--- config.mk ---
export PLATFORM = sky130hd
export DESIGN_NAME = rf_writeback
export DESIGN_NICKNAME = d
export VERILOG_FILES = /design/src/rtl/rf_pkg.sv /design/src/rtl/rf_wb_fifo.sv /design/src/rtl/rf_writeback.sv
export SDC_FILE = /design/constraint.sdc
export NUM_CORES = 1
export LEC_CHECK = 0
export ABC_AREA = 1
export ABC_CLOCK_PERIOD_IN_PS = 2100
export CORE_MARGIN = 1
export CORE_UTILIZATION = 33
export CTS_CLUSTER_SIZE = 12
export DETAILED_ROUTE_END_ITERATION = 8
export PLACE_DENSITY = 0.59
export SLEW_MARGIN = 20
export SYNTH_ARGS = -nofsm -noshare
export SYNTH_HDL_FRONTEND = slang
export SYNTH_SLANG_ARGS = --single-unit
--- constraint.sdc ---
create_clock -name clk -period 2.1 [get_ports clk]
set_input_delay 0.315 -clock clk [delete_from_list [all_inputs] [get_ports clk]]
set_output_delay 0.315 -clock clk [all_outputs]
set_load 0.005 [all_outputs]
--- src/rtl/rf_pkg.sv ---
// Shared types and constants for the register-file writeback queue.
package rf_pkg;

  localparam int NUM_REGS  = 14;
  localparam int REG_IDX_W = 4;
  localparam int DATA_W    = 8;
  localparam int CNT_W     = 4;

  typedef struct packed {
    logic [REG_IDX_W-1:0] idx;
    logic [DATA_W-1:0]    data;
  } wb_entry_t;

  // Indices 14 and 15 do not name a real register.
  function automatic logic is_valid_reg(input logic [REG_IDX_W-1:0] r);
    return r < REG_IDX_W'(NUM_REGS);
  endfunction

endpackage

--- src/rtl/rf_wb_fifo.sv ---
// Circular storage for pending writeback entries; exposes the raw slots and
// read pointer so the top can search the queue by age.
import rf_pkg::*;

module rf_wb_fifo #(
  parameter  int DEPTH = 4,
  localparam int PW    = $clog2(DEPTH)
) (
  input  logic                  clk,
  input  logic                  reset,
  input  logic                  push,
  input  wb_entry_t             push_entry,
  input  logic                  pop,
  output wb_entry_t             head,
  output logic [CNT_W-1:0]      count,
  output logic                  empty,
  output logic                  full,
  output wb_entry_t [DEPTH-1:0] entries,
  output logic [PW-1:0]         rd_ptr
);

  wb_entry_t [DEPTH-1:0] mem;
  logic [PW-1:0]         wr_ptr;

  // Storage needs no reset: count gates every read of a slot.
  always_ff @(posedge clk) begin
    if (push) begin
      mem[wr_ptr] <= push_entry;
    end
  end

  // DEPTH is a power of two, so pointer overflow is the modulo wrap.
  always_ff @(posedge clk) begin
    if (reset) begin
      wr_ptr <= '0;
      rd_ptr <= '0;
      count  <= '0;
    end else begin
      if (push) begin
        wr_ptr <= wr_ptr + 1'b1;
      end
      if (pop) begin
        rd_ptr <= rd_ptr + 1'b1;
      end
      case ({push, pop})
        2'b10:   count <= count + 1'b1;
        2'b01:   count <= count - 1'b1;
        default: count <= count;
      endcase
    end
  end

  assign head    = mem[rd_ptr];
  assign empty   = (count == '0);
  assign full    = (count == CNT_W'(DEPTH));
  assign entries = mem;

endmodule

--- src/rtl/rf_writeback.sv ---
// Writeback buffer in front of the register-file write port, with a pending
// lookup. Define RF_WB_BYPASS_EN to let an empty queue pass a result straight through.
import rf_pkg::*;

module rf_writeback #(
  parameter int DEPTH = 4
) (
  input  logic                 clk,
  input  logic                 reset,
  input  logic                 wb_valid,
  output logic                 wb_ready,
  input  logic [REG_IDX_W-1:0] wb_reg,
  input  logic [DATA_W-1:0]    wb_data,
  input  logic                 drain_hold,
  output logic                 rf_write_reg,
  output logic [REG_IDX_W-1:0] rf_reg_in,
  output logic [DATA_W-1:0]    rf_write_data,
  input  logic [REG_IDX_W-1:0] lookup_reg,
  output logic                 lookup_hit,
  output logic [DATA_W-1:0]    lookup_data,
  output logic [CNT_W-1:0]     pending_count,
  output logic                 bad_reg
);

  localparam int PW = $clog2(DEPTH);

  wb_entry_t             head;
  wb_entry_t             offered;
  wb_entry_t [DEPTH-1:0] entries;
  logic [PW-1:0]         rd_ptr;
  logic [CNT_W-1:0]      count;
  logic                  empty;
  logic                  full;
  logic                  accept;
  logic                  bypass;
  logic                  push;
  logic                  pop;
  logic [PW-1:0]         slot;

  assign offered  = '{idx: wb_reg, data: wb_data};
  assign wb_ready = !reset && !full;
  assign accept   = wb_valid && wb_ready;

`ifdef RF_WB_BYPASS_EN
  assign bypass = !reset && empty && !drain_hold && wb_valid && is_valid_reg(wb_reg);
`else
  assign bypass = 1'b0;
`endif

  assign push = accept && is_valid_reg(wb_reg) && !bypass;
  assign pop  = !reset && !empty && !drain_hold;

  rf_wb_fifo #(.DEPTH(DEPTH)) u_fifo (
    .clk        (clk),
    .reset      (reset),
    .push       (push),
    .push_entry (offered),
    .pop        (pop),
    .head       (head),
    .count      (count),
    .empty      (empty),
    .full       (full),
    .entries    (entries),
    .rd_ptr     (rd_ptr)
  );

  always_comb begin
    rf_write_reg  = 1'b0;
    rf_reg_in     = '0;
    rf_write_data = '0;
    if (bypass) begin
      rf_write_reg  = 1'b1;
      rf_reg_in     = wb_reg;
      rf_write_data = wb_data;
    end else if (!empty) begin
      rf_write_reg  = pop;
      rf_reg_in     = head.idx;
      rf_write_data = head.data;
    end
  end

  // Walk oldest to youngest so the last match seen is the youngest.
  always_comb begin
    lookup_hit  = 1'b0;
    lookup_data = '0;
    slot        = '0;
    for (int i = 0; i < DEPTH; i++) begin
      slot = rd_ptr + PW'(i);
      if (!reset && (CNT_W'(i) < count) && (entries[slot].idx == lookup_reg)) begin
        lookup_hit  = 1'b1;
        lookup_data = entries[slot].data;
      end
    end
  end

  always_ff @(posedge clk) begin
    if (reset) begin
      bad_reg <= 1'b0;
    end else if (accept && !is_valid_reg(wb_reg)) begin
      bad_reg <= 1'b1;
    end
  end

  assign pending_count = count;

endmodule

==> results by group <==
Detailed routing
  • Initial DRC count: 298
  • Vias after detailed routing: 4122
  • Post-Route WL: 12100 µm
  • Vias/cell: 4.86
  • Drt wl/cell: 14.2 µm
  • TritonRoute pass-1 iters: 9
  • DRC viols: 3
  • Post-route ant nets: 0

Critical path
  • Crit end category: output pin
  • Critical path peak fanout: 7
  • WP data arrival: around 2.2 ns
  • CP required: around 1.8 ns
  • Startpoint Class: register
  • WS Path Type: reg -> out

Logic synthesis
  • Largest family of logic cells by synthesized area: simple AND/OR/NAND/NOR gates
  • Cell with the most instances after synthesis: nand2_1
  • Post-Synth XOR/XNOR Area: 0.00437
  • Synth top area cells: edfxtp_1 36%, nand2_1 19%, o21ai_0 8.7%, inv_1 5.7%, nand3_1 5.5%
  • Primary FF master, synth: edfxtp_1
  • Post-synth top cells: 199 x nand2_1, 70 x o21ai_0, 61 x inv_1
  • Synth Area per Inst: 7.11 µm²
  • Yosys top cell area share: 0.360
  • Mapped cell area: ~4000 µm²
  • Post-synthesis net count: 591
  • Mux share of post-synthesis cell area: 0
  • Synth Area in Compound Gates: 0.124
  • Number of synthesized flops with an enable pin: 48
  • Mapped Cells: 563
  • Area leader, netlist: edfxtp_1
  • Share of flip-flops with an asynchronous set or reset: 0
  • Synth warn: 0
  • Yosys reg bits: 57
  • Synth Area in Adders: 0.0250
  • Unique masters post-synth: 34
  • Simple-Gate Fraction of Synth Area: 0.345
  • Register area share after synthesis: 0.405

Floorplan
  • Die Wd: 112 µm
  • Row count: 39
  • Initial Utilization: 0.345
  • DIE AREA: 12600 µm²
  • DIE HEIGHT: ~110 µm
  • Total I/O pin count: 48
  • Core ar.: approximately 12000 µm²

Placed design
  • GP Congestion: 0.811
  • HPWL Detailed: 7860 µm
  • IO buf count: 47

Power
  • Max VDD drop: 0.390 mV
  • Power Total: between 4 and 5 mW
  • Power Dens Cells: 696 nW/µm²
  • P_leak: slightly below 3 nW

Timing
  • Final setup viols: 12
  • Fmax: around 0.4 GHz
  • Final Hold Violating Endpoints: 0
  • RSZ-0062 raised after global routing: yes
  • Final period utilization: 1.22
  • Post-route setup slack: -0.459 ns
  • Max Clock Skew: 0.0110 ns
  • Crit path time final: approximately 2.6 ns
  • Slew margin rel.: 0.723
  • Setup TNS: -4.23 ns
  • Tightest Pin Transition: 0.411 ns
  • Pins Over Slew Limit: 0

Clock network
  • Root buffer cell: clkbuf_16
  • Clock sinks: 57
  • H-tree depth: 3
  • CTS Buffer Depth: 2
  • TritonCTS clock tree: yes
  • Worst-Skew Late Latency: 0.34 ns
  • CTS clock-pin slew for the worst setup and hold paths: 0.05 ns
  • CTS Buf Count: 9

Global route
  • Number of global-route vias before repair: 3634
  • Initial antenna violation count: 0
  • Global-route wire length before repair: 17900 µm
  • Total global routing overflow: 0
  • Largest net degree at the start of global routing: 53
  • Total GRT Usage: 0.182

Finish
  • Diode count: 0
  • Footprint of the multi-input gates: around 2500 µm²
  • Sequential cell area: 1630 µm²
  • Final Util: 0.538
  • Synthesis-to-finish area growth: 56.1%
  • Layout net count: 728
  • Max FFs per register: 48
  • Layout cell share with drive strength beyond 1: 0.350
  • Filler cell count in the final layout: 1030

Job
  • Max Cap Viol: 0

Run status
  • Status: finished with violations
  • Failing checks: DRC, setup timing

Worst hold path
  • Worst hold path type: in -> reg
kinds of logic after synthesis:
logic type / Yosys count
AO/OA/AOI/OAI: 94
XOR/XNOR: 2
adder cells (fa/ha/maj): 8
buffers and inverters: 86
flip-flops: 57
AND/OR/NAND/NOR: 316
path summary, 6_finish.rpt:
path                                        from               to  slack (ns)  depth (start not counted)
worst max-delay path            u_fifo.rd_ptr[0]   lookup_data[2]       -0.46                         13
worst min-delay path                       reset          bad_reg        0.49                          3
worst max register to register   u_fifo.count[0]  u_fifo.count[2]        0.10                         14
worst min register to register           bad_reg          bad_reg        0.50                          2
area by class of cell:
| class | count | area share |
|---|---|---|
| timing repair buffer | 148 | 0.225 |
| tap | 143 | 0.0286 |
| sequential | 57 | 0.261 |
| multi-input combinational | 421 | 0.393 |
| clock buffer | 9 | 0.0360 |
| inverter | 63 | 0.0402 |
| clock inverter | 7 | 0.0162 |
per-layer routing:
layer,routed length [µm],track usage
met1,5570,0.254
met2,5680,0.283
met3,595,0.0362
met4,208,0.0578
met5,0,0
worst max-delay path: stages, from the launching register on:
cell and delay, ns:
dfxtp_4 0.42, buf_6 0.17, nand2_1 0.09, nand3_1 0.13
nand2_2 0.09, xor2_1 0.16, nor2_2 0.14, nand3_4 0.14
buf_8 0.17, nor2_4 0.12, nor2_4 0.03, nand2_1 0.06
nand2_1 0.07, buf_2 0.13
cells in the final DEF, fill, tap and decap left out, types with 17 or more instances in the layout:
| cell type | instances |
|---|---|
| nand2_1 | 178 |
| buf_4 | 71 |
| inv_1 | 56 |
| edfxtp_1 | 48 |
| o21ai_0 | 45 |
| nor2_1 | 26 |
| clkdlybuf4s50_1 | 24 |
| nand3_1 | 23 |
| nand2_2 | 20 |
| nand3_2 | 19 |
| buf_6 | 19 |
| o21ai_2 | 18 |
| nor2_4 | 17 |
stage by stage:
| step | cell area (µm²) | setup slack [ns] | hold WS [ns] | cells |
|---|---|---|---|---|
| finish | 6250 | -0.459 | 0.488 | 848 |
| CTS | 5730 | -0.425 | 0.499 | 834 |
| detailed placement | 5040 | -0.633 | 0.484 | 799 |
| global route | 6250 | -0.548 | 0.501 | 848 |
| global placement | 5040 | -0.578 | 0.454 | 799 |
| floorplan | 4010 | 0.0254 | 0.387 | 563 |
repair_timing:
action,CTS,global route
resized for setup,130,101
gates cloned,2,4
endpoints found under the setup margin,25,73
hold buffers,0,0
setup buffers,17,13
pin swaps,24,37
power breakdown:
part | leakage [nW] | total, mW | switching (mW) | internal, mW
combinational | 2.26 | 1.46 | 0.775 | 0.685
sequential | 0.511 | 1.30 | 0.0276 | 1.27
clock | 0.153 | 1.59 | 0.546 | 1.05
total | 2.93 | 4.35 | 1.35 | 3.00
(Power assumes the default switching activity.)
